===== src/rtl/elm_neuron_mac.sv =====
// elm_neuron_mac
//   Feeds the ELM hidden-layer accumulator register. Consumes N_IN signed
//   Q8.8 (x, w) pairs, forms their dot product through a two-stage
//   multiply/add pipeline, saturates the result to DATA_W, and drives the
//   accumulator's data_in (acc_out), load (acc_load) and clear (acc_clr).
//
// Ports
//   clk       in   system clock, rising edge
//   rst       in   asynchronous reset, active low
//   start     in   begin a new neuron (sampled in IDLE only)
//   x_in      in   input sample, signed Q8.8
//   w_in      in   weight, signed Q8.8
//   in_valid  in   x_in/w_in valid
//   in_ready  out  pair accepted this cycle when in_valid is also high
//   acc_out   out  saturated dot product, held until the next WRITE
//   acc_load  out  one-cycle load strobe
//   acc_clr   out  one-cycle clear strobe
//   busy      out  high in every state except IDLE
//   done      out  one-cycle completion pulse, coincident with acc_load
//
// state | meaning
// ------+---------------------------------------------------------------
// IDLE  | waiting for start
// CLEAR | pulse acc_clr, zero the running sum and pair counter
// ACCUM | accept pairs until N_IN handshakes
// DRAIN | two cycles for the product and add stages to empty
// WRITE | register sat(sum) into acc_out, strobe acc_load/done
module elm_neuron_mac #(
    parameter int DATA_W = 16,
    parameter int N_IN   = 8,
    parameter int CNT_W  = 4,
    parameter int GUARD  = 4
) (
    input  logic              clk,
    input  logic              rst,
    input  logic              start,
    input  logic [DATA_W-1:0] x_in,
    input  logic [DATA_W-1:0] w_in,
    input  logic              in_valid,
    output logic              in_ready,
    output logic [DATA_W-1:0] acc_out,
    output logic              acc_load,
    output logic              acc_clr,
    output logic              busy,
    output logic              done
);

    localparam int FRAC  = 8;
    localparam int PW    = 2 * DATA_W;
    localparam int SUM_W = DATA_W + GUARD;

    localparam logic [2:0] S_IDLE  = 3'd0;
    localparam logic [2:0] S_CLEAR = 3'd1;
    localparam logic [2:0] S_ACCUM = 3'd2;
    localparam logic [2:0] S_DRAIN = 3'd3;
    localparam logic [2:0] S_WRITE = 3'd4;

    localparam logic [CNT_W-1:0] LAST_CNT = CNT_W'(N_IN - 1);

    localparam logic [DATA_W-1:0] MAX_POS = {1'b0, {(DATA_W-1){1'b1}}};
    localparam logic [DATA_W-1:0] MAX_NEG = {1'b1, {(DATA_W-1){1'b0}}};

    logic [2:0]        state_q, state_d;
    logic [CNT_W-1:0]  cnt_q, cnt_d;
    logic              drain_q, drain_d;
    logic [DATA_W-1:0] p_q, p_d;
    logic              p_vld_q;
    logic [SUM_W-1:0]  sum_q, sum_d;
    logic [DATA_W-1:0] acc_out_q;
    logic              acc_load_q;
    logic              done_q;

    logic              hs;
    logic signed [PW-1:0] x_ext, w_ext, prod, prod_sh;
    logic [DATA_W:0]   prod_top;
    logic [GUARD:0]    sum_top;
    logic [DATA_W-1:0] sum_sat;

    assign in_ready = (state_q == S_ACCUM);
    assign acc_clr  = (state_q == S_CLEAR);
    assign busy     = (state_q != S_IDLE);
    assign acc_out  = acc_out_q;
    assign acc_load = acc_load_q;
    assign done     = done_q;

    assign hs = in_valid & in_ready;

    // Stage 1: full-width signed product, arithmetic shift drops the extra
    // fraction bits (rounds toward -inf), then clamp to DATA_W.
    assign x_ext   = {{DATA_W{x_in[DATA_W-1]}}, x_in};
    assign w_ext   = {{DATA_W{w_in[DATA_W-1]}}, w_in};
    assign prod    = x_ext * w_ext;
    assign prod_sh = prod >>> FRAC;
    // Result fits when every bit from the DATA_W sign position up agrees.
    assign prod_top = prod_sh[PW-1:DATA_W-1];

    always_comb begin
        p_d = prod_sh[DATA_W-1:0];
        if (!((&prod_top) || (~|prod_top))) begin
            p_d = prod_sh[PW-1] ? MAX_NEG : MAX_POS;
        end
    end

    // Stage 2 and output clamp.
    assign sum_d   = sum_q + {{GUARD{p_q[DATA_W-1]}}, p_q};
    assign sum_top = sum_q[SUM_W-1:DATA_W-1];

    always_comb begin
        sum_sat = sum_q[DATA_W-1:0];
        if (!((&sum_top) || (~|sum_top))) begin
            sum_sat = sum_q[SUM_W-1] ? MAX_NEG : MAX_POS;
        end
    end

    always_comb begin
        state_d = state_q;
        cnt_d   = cnt_q;
        drain_d = drain_q;
        case (state_q)
            S_IDLE: begin
                if (start) state_d = S_CLEAR;
            end
            S_CLEAR: begin
                cnt_d   = '0;
                state_d = S_ACCUM;
            end
            S_ACCUM: begin
                if (hs) begin
                    cnt_d = cnt_q + 1'b1;
                    if (cnt_q == LAST_CNT) begin
                        state_d = S_DRAIN;
                        drain_d = 1'b1;
                    end
                end
            end
            S_DRAIN: begin
                // Down-counter: two DRAIN cycles (1 then 0).
                if (drain_q == 1'b0) state_d = S_WRITE;
                else                 drain_d = drain_q - 1'b1;
            end
            S_WRITE: begin
                state_d = S_IDLE;
            end
            default: begin
                state_d = S_IDLE;
            end
        endcase
    end

    always_ff @(posedge clk or negedge rst) begin
        if (!rst) begin
            state_q    <= S_IDLE;
            cnt_q      <= '0;
            drain_q    <= 1'b0;
            p_q        <= '0;
            p_vld_q    <= 1'b0;
            sum_q      <= '0;
            acc_out_q  <= '0;
            acc_load_q <= 1'b0;
            done_q     <= 1'b0;
        end else begin
            state_q <= state_d;
            cnt_q   <= cnt_d;
            drain_q <= drain_d;

            p_vld_q <= hs;
            if (hs) p_q <= p_d;

            if (state_q == S_CLEAR) sum_q <= '0;
            else if (p_vld_q)       sum_q <= sum_d;

            acc_load_q <= (state_q == S_WRITE);
            done_q     <= (state_q == S_WRITE);
            if (state_q == S_WRITE) acc_out_q <= sum_sat;
        end
    end

endmodule


===== config.mk =====
export PLATFORM = sky130hd
export DESIGN_NAME = elm_neuron_mac
export DESIGN_NICKNAME = d
export VERILOG_FILES = /design/src/rtl/elm_neuron_mac.sv
export SDC_FILE = /design/constraint.sdc
export NUM_CORES = 1
export LEC_CHECK = 0
export BUFFER_PORTS_ARGS = -buffer_cell sky130_fd_sc_hd__buf_4
export CORE_MARGIN = 8
export CORE_UTILIZATION = 65
export CTS_BUF_LIST = sky130_fd_sc_hd__clkbuf_8
export DETAILED_ROUTE_END_ITERATION = 10
export PLACE_DENSITY = 0.83
export SLEW_MARGIN = 10
export SYNTH_ARGS = -nofsm -noshare
export SYNTH_HDL_FRONTEND = slang
export SYNTH_SLANG_ARGS = --single-unit
export TNS_END_PERCENT = 1

===== constraint.sdc =====
create_clock -name clk -period 3.6 [get_ports clk]
set_input_delay 0.18 -clock clk [delete_from_list [all_inputs] [get_ports clk]]
set_output_delay 0.18 -clock clk [all_outputs]
set_load 0.02 [all_outputs]

Yosys cells after proc, flatten, opt, wreduce, memory -nomap -nowiden
Index checks and enable logic that the tools add are counted.

storage, ports and cells
  flip-flop bits (word level) = 62
  latch bits = 0
  RAM bits = 0
  ROM bits = 0
  input port bits = 36
  logic and storage cells = 55
  memories = 0

cells by class
  add/subtract/negate cells = 3
  $mul = 1
  div/mod/pow operators = 0
  $lt $le $gt $ge = 0
  equality and inequality tests = 9
  shifts and indexed selects = 0
  muxes and demuxes = 17
  bitwise operators = 1
  reductions and logical operators = 16

operator list
  operator               number
  $mux W16               4
  $mux W20               2
  $mul A16 B16 Y32       1
  $add A20 B20 Y20       1
  $mux W3                4
  $pmux W3 S4            1
  $reduce_and A9 Y1      1
  $reduce_or A9 Y1       1
  $pmux W4 S2            1
  $eq A3 B2 Y1 const B   2
  $reduce_bool A2 Y1     3
  $reduce_and A5 Y1      1
  $reduce_or A5 Y1       1
  $add A4 B1 Y4 const B  1
  $eq A4 B3 Y1 const B   1
  $mux W4                1
  $ne A2 B1 Y1 const B   2
  $ne A2 B2 Y1 const B   2
  $reduce_and A4 Y1      1
  $eq A3 B1 Y1 const B   1
  $eq A3 B3 Y1 const B   1
  $logic_not A3 Y1       1
  $mux W1                3
  $reduce_and A3 Y1      1
  7 further kinds        9

Depth between registers and ports, before layout
Gate-level depths: netlist (run 1).

  depth after elaboration = 5
  depth in mapped cells = 27
  mapped depth without buffers = 24

Worst setup path before layout (run 1)
No wires, ideal clock.

  path kind = input to register
  start point = input w_in[1]
  end point = register p_q[10]
  setup time = 145 ps
  arrival = 6060 ps
  setup slack = -2605 ps
  stages = 23
  path buffers = 2
  path through = clkbuf_1 > nand2_1 > inv_1 > fa_1 > inv_1 > fa_1 > inv_1 > fa_1 > fa_1 > fa_1 > inv_1 > fa_1 > inv_1 > ha_1 > and4_1 > nand3_1 > a211o_1 > and3_1 > nor3_1 > nand4b_1 > o31ai_4 > buf_4 > a32oi_1

on the way
  longest elaborated chain between the ends = 5

RTL lines
  element               RTL line  RTL
  from (decl)           38        input logic [DATA_W-1:0] w_in,
  $mul A16 B16 Y32 *    92        assign prod = x_ext * w_ext;
  $reduce_or A9 Y1      99        if (!((&prod_top) || (~|prod_top))) begin
  $logic_not A1 Y1      99
  $logic_or A1 B1 Y1    99
  $mux W16 *            99
  to (signal assigned)  167       if (hs) p_q <= p_d;
  to (decl)             66        logic [DATA_W-1:0] p_q, p_d;

Every way passes the cells marked *; elsewhere a longest branch is shown, timed or not.
A chain may end at the register's enable or synchronous reset.

Worst setup path in the final report (run 1)
  start point = input w_in[4]
  end point = register p_q[0]

Same word-level chain as after synthesis.

==> metrics.yaml, run 1 <==
synth:
  synth-xor-area-share_pct: 2.85
  synthFlopType: "dfrtp_1"
  muxShareOfSynthArea_pct: 1.46
  synth_edf_count: 0
  ys_warn_count: 0
  avgSynthCellArea_sq_um: 9.12
  synthCells: 1450
  ys_seq_area_share_pct: 11.7
  synth.area.top_cells: "fa_1 40%, dfrtp_1 12%, ha_1 9.4%"
  yosysTopAreaCell: "fa_1"
  synth_top_family_by_area: "adder cells"
  yosys_register_bits: 62
  async_flop_share_pct: 100
  syn_area_sq_um: 13200
  yosys.area.top_type_share_pct: 39.7
  synthSimpleGateAreaFrac_pct: 16.7
  synth_compound_area_share_pct: 8.23
  synthAdderAreaFrac_pct: 49.0
  synth_cell_types: 66
  synth.net_count: 1847
sta:
  worstMarginPinSlew_ns: 1.11
  fin_ws_ns: -2.20
  fin_crit_ns: 5.80
  rsz0062_at_grt: "yes"
  hold_violations: 0
  fin_crit_sh_pct: 161
  fin_skew_ns: 0.00782
  setup_tns_ns: -34.81
  relSlewSlack_pct: 25.4
  timing.fmax_mhz: 172
  setup_viol: 16
  slew_viol_final: 0
die:
  die_w_microns: 159
  die-area_sq_um: 25200
  coreArea_sq_um: 20100
  die_y_microns: 159
  rows: 52
  initial_core_util_pct: 65.8
  io_pins: 57
final_layout:
  finish.utilization_pct: 77.3
  antenna_cells: 0
  final_cells: 1899
  syn2layout_area_growth_pct: 17.5
  layout-drive-gt1-share_pct: 17.7
  register_area_sq_um: 1550
  nNetsFinal: 2021
  multi_input_area_sq_um: 10600
  final_common_cell: "inv_1"
  fillers: 1278
  mostFrequentLayoutCells: "296 x inv_1, 257 x fa_1, 206 x buf_4, 166 x nand2_1, 115 x and2_1"
drt:
  drt-initial-drc-count: 647
  dr_total_vias: 10900
  drt_first_pass_iters: 5
  ant_nets: 0
  drc: 0
  viasPerCell: 5.76
  wl_per_cell_microns: 17.4
  routed_wl_microns: 33100
hold_path:
  worstHoldEndpoint: "state_q[0]"
  hp-class: "in2reg"
  min_from: "start"
  hold_depth: 3
setup_path:
  reg2reg_depth: 12
  cp_common_cell: "fa_1"
  setup.worst_path.start_class: "input pin"
  r2r-end: "sum_q[18]"
  crit_required_ns: 3.81
  max_stage_delay_ns: 0.54
  end_kind: "flip-flop"
  rrSetupSlack_ns: 0.38
  r2r_start: "p_q[0]"
  worst-setup-path-type: "in2reg"
  path_cells: "buf_4 -> and2_4 -> fa_1 -> inv_1 -> fa_1 -> fa_1 -> inv_1 -> fa_1 -> fa_1 -> inv_1 -> fa_1 -> inv_1 -> ha_4 -> and3_4 -> and4_4 -> nand3_1 -> a211o_4 -> and3_1 -> nor3_2 -> nand4b_1 -> o31ai_4 -> buf_12 -> a32oi_1"
  crit_path_top_delay_cell: "fa_1"
  critPathMaxFanout: 15
  arrival_ns: 6.02
placement:
  dp_hpwl_microns: 27300
  place_ws_ns: -2.63
  gp_congestion: 0.889
  dp.cells: 1875
  portBuffers: 56
job:
  maxCapViolations: 0
global_route:
  antenna_found_initial: 0
  grt_pass1_wl_microns: 55800
  busiest_layer: "met2"
  grt_use_met2_pct: 51.2
  grt_use_met3_pct: 4.18
  grt_max_degree: 63
  gr-total-overflow: 0
  grt_use_total_pct: 28.1
  grt_pass1_vias: 12200
  grt_util_met1_pct: 31.0
cts:
  cts_sinks: 62
  cts_root_buf: "clkbuf_8"
  cts_buffers: 9
  htreeDepth: 3
  clk_pin_slew_ns: 0.07
  cts_tree: "built"
  clock_tree.buffer_depth: 2
  clk_latency_ns: 0.35
status:
  status: "complete, but fails checks"
  violations: "negative setup slack"
repair_timing:
item                                    in CTS  in global routing
setup buffers                                2                  5
pin swaps                                   12                 18
cloned                                       0                  0
hold endpoints to repair                    62                  0
resized for setup                           18                 20
endpoints found under the setup margin      16                 16
hold buffers                                 1                  0
sequential cells by signal, summed over array words and instances (netlist names):
name and cells:
p_vld_q 1, state_q 3, done 1, cnt_q 4, p_q 16, acc_out 16
sum_q 20, drain_q 1
worst max path at each step:
| stage | to | slack, ns | start |
|---|---|---|---|
| after floorplan | p_q[10] | -2.21 | w_in[2] |
| after global placement | p_q[1] | -2.48 | w_in[3] |
| after detailed placement | p_q[0] | -2.63 | w_in[4] |
| after CTS | p_q[0] | -2.12 | x_in[15] |
| after global routing | p_q[14] | -2.39 | x_in[15] |
| final | p_q[0] | -2.20 | w_in[4] |
synth_stat cells (3+ instances only):
master / instances
fa_1: 262
o211ai_1: 3
nor2b_1: 6
nand4_1: 7
a31oi_1: 5
ha_1: 99
nor2_1: 85
nand2_1: 171
or2_2: 3
o21ai_1: 4
o21a_1: 10
nand3_1: 9
mux2i_1: 17
nand3b_1: 4
nand2b_1: 8
a21o_1: 10
nor3_1: 11
nand4b_1: 3
nor4_1: 3
xor2_1: 9
a211o_1: 4
inv_1: 296
a211oi_1: 4
clkbuf_1: 48
o21ai_0: 19
and3_1: 6
or3_1: 8
a21oi_1: 62
and2_1: 119
a32oi_1: 15
dfrtp_1: 62
xnor2_1: 34
kinds of logic after synthesis:
| group | after synthesis |
|---|---|
| simple gates | 454 |
| fa+ha+maj | 361 |
| buf+inv | 349 |
| compound gates | 162 |
| flops | 62 |
| xor+xnor | 43 |
| mux | 19 |
layer usage:
metal	wire [microns]	vias to the layer above
met2	17700	487
met4	1940	0
met5	0	-
met3	1930	178
met1	11500	5462
li1	-	4818
final cells by class:
| cell class | count | share of cell area, % |
|---|---|---|
| flip-flops and latches | 62 | 9.98 |
| multi-input cells | 1039 | 68.4 |
| clock inverters | 6 | 0.499 |
| inverters | 296 | 7.17 |
| well taps | 270 | 2.17 |
| repair buffers | 216 | 10.9 |
| clock buffers | 10 | 0.886 |
critical path, delay by kind of cell:
family	cells	cell delay [ns]
adder cells (fa/ha/maj)	7	3.33
AND/OR/NAND/NOR	7	1.29
buffers and inverters	6	0.60
AO/OA/AOI/OAI	3	0.63
stage by stage:
step | hold WS [ns] | area (sq um)
after global placement | 0.296 | 15100
final | 0.0942 | 15500
after global routing | 0.113 | 15500
after floorplan | -0.116 | 13400
after CTS | 0.0919 | 15400
after detailed placement | 0.313 | 15100
Power of run 1 is left out: the tool's default activity adds up to more than one toggle a clock period on the data nets, which glitch-free logic cannot reach.
==> run 2: changes to the inputs <==
--- a/config.mk
+++ b/config.mk
@@ -5,6 +5,7 @@
 export SDC_FILE = /design/constraint.sdc
 export NUM_CORES = 1
 export LEC_CHECK = 0
+export ABC_AREA = 1
 export BUFFER_PORTS_ARGS = -buffer_cell sky130_fd_sc_hd__buf_4
 export CORE_MARGIN = 8
 export CORE_UTILIZATION = 65
==> metrics.yaml, run 2 <==
die:
  rows: 54
  die-area_sq_um: 27200
  die_y_microns: 165
  io_pins: 57
  initial_core_util_pct: 66.1
  coreArea_sq_um: 21800
  die_w_microns: 165
global_route:
  antenna_found_initial: 0
  grt_pass1_wl_microns: 61100
  grt_max_degree: 63
  grt_use_total_pct: 28.0
  gr-total-overflow: 0
  grt_pass1_vias: 13400
synth:
  synth.area.top_cells: "fa_1 36%, nand2_1 14%, inv_1 14%"
  synth.net_count: 2346
  synth_edf_count: 0
  yosysMostFrequentCell: "nand2_1"
  yosysTopAreaCell: "fa_1"
  ys_seq_area_share_pct: 10.7
  yosys_register_bits: 62
  yosys.area.top_type_share_pct: 36.3
  avgSynthCellArea_sq_um: 7.41
  syn_area_sq_um: 14400
  synthFlopType: "dfrtp_1"
  synth_common_cells: "543 x nand2_1, 529 x inv_1, 262 x fa_1"
  ys_warn_count: 0
  synth_cell_types: 45
  async_flop_share_pct: 100
  synthCells: 1949
setup_path:
  r2r_start: "sum_q[2]"
  critPathMaxFanout: 6
  r2r-end: "sum_q[17]"
  reg2reg_depth: 12
  worst-setup-path-type: "in2reg"
  end_kind: "flip-flop"
  crit_required_ns: 3.88
  setup.worst_path.start_class: "input pin"
  rrSetupSlack_ns: 1.09
  arrival_ns: 5.91
final_layout:
  register_area_sq_um: 1550
  largest_reg_flops: 20
  top_register: "sum_q"
  fillers: 1502
  layout-drive-gt1-share_pct: 18.8
  antenna_cells: 0
  design_area_sq_um: 16900
  final_common_cell: "inv_1"
  syn2layout_area_growth_pct: 16.9
  mostFrequentLayoutCells: "517 x inv_1, 506 x nand2_1, 256 x fa_1, 192 x buf_4, 82 x ha_1"
  nNetsFinal: 2498
  multi_input_area_sq_um: 11200
job:
  maxCapViolations: 0
sta:
  slew_viol_final: 0
  timing.fmax_mhz: 178
  fin_skew_ns: 0.00952
  hold_violations: 0
  fin_crit_ns: 5.63
  worstMarginPinSlew_ns: 0.889
  fin_crit_sh_pct: 156
  fin_ws_ns: -2.03
  rsz0062_at_grt: "yes"
  relSlewSlack_pct: 40.5
  setup_viol: 16
hold_path:
  min_from: "start"
  hp-class: "in2reg"
  hold_depth: 3
  worstHoldEndpoint: "state_q[0]"
drt:
  dr_total_vias: 12700
  drt-initial-drc-count: 1100
  routed_wl_microns: 36700
  drt_first_pass_iters: 5
  ant_nets: 0
  drc: 0
  wl_per_cell_microns: 15.4
  viasPerCell: 5.32
cts:
  htreeDepth: 3
  cts_tree: "built"
  cts_buffers: 9
  clock_tree.buffer_depth: 2
  cts_root_buf: "clkbuf_8"
  clk_latency_ns: 0.36
  clk_pin_slew_ns: 0.07
  cts_sinks: 62
placement:
  dp_hpwl_microns: 30600
  gp_congestion: 0.955
  place_ws_ns: -2.40
  portBuffers: 56
  place_area_sq_um: 16300
status:
  status: "complete, but fails checks"
  violations: "negative setup slack"
run 2: critical path: stages:
cell and delay (ns):
buf_8 0.07, inv_4 0.03, buf_6 0.12, or2_4 0.25, fa_1 0.53, inv_2 0.04, fa_1 0.56, inv_2 0.05
fa_1 0.53, inv_1 0.05, fa_1 0.55, fa_1 0.46, fa_1 0.61, ha_4 0.25, a21oi_2 0.16, o21ai_1 0.11
inv_1 0.10, o21ai_1 0.08, a21oi_2 0.18, nand3_2 0.14, nand2_2 0.09, nand2_1 0.05, nor2_1 0.10, nand3_1 0.10
nand2_2 0.15, clkbuf_16 0.18, nand2_2 0.05, a21oi_2 0.12
run 2: kinds of logic after synthesis:
logic type,share of synthesized area (%)
xor+xnor,1.40
flops,10.7
compound gates,5.78
fa+ha+maj,44.9
buf+inv,15.7
simple gates,21.4
run 2: repair_timing:
item	4_1_cts	5_1_grt
hold buffers	1	0
setup endpoints to repair	16	16
endpoints found under the hold margin	62	0
resized for setup	15	67
pin swaps	5	45
setup buffers	0	11
gates cloned	0	1
run 2: how the worst max path moves through the flow:
stage              from      end  slack, ns  cells past startpoint
2_1_floorplan  x_in[15]   p_q[7]      -1.88                     26
3_3_place_gp   x_in[15]   p_q[3]      -2.30                     29
3_5_place_dp   x_in[15]  p_q[13]      -2.40                     30
4_1_cts         w_in[2]  p_q[13]      -1.88                     27
5_1_grt        x_in[15]   p_q[4]      -2.17                     28
6_report       w_in[15]   p_q[8]      -2.03                     28
run 2: area by class of cell:
type / count / area share [%]
clock buffers: 10 / 0.816
flip-flops and latches: 62 / 9.20
clock inverters: 4 / 0.148
multi-input cells: 1290 / 66.1
repair buffers: 204 / 9.69
well taps: 280 / 2.08
inverters: 534 / 12.0
run 2: routing by layer:
metal | share of wire, % | vias up | track usage, %
met5 | 0 | - | 0
met4 | 3.5 | 0 | 9.54
met3 | 7.1 | 117 | 4.61
met2 | 49 | 501 | 48.2
met1 | 40 | 6134 | 35.3
li1 | - | 5925 | -
run 2: per-stage QoR:
step                      utilization (%)  instances  TNS (ns)  hold slack [ns]
after global placement               74.8       2357    -36.17            0.303
after CTS                            75.8       2372    -29.64            0.181
after detailed placement             74.8       2357    -37.81            0.316
final                                77.3       2384    -31.74            0.188
after floorplan                         -       1949    -29.02           -0.116
after global routing                 77.3       2384    -33.74            0.238
Power of run 2 is left out for the same reason.
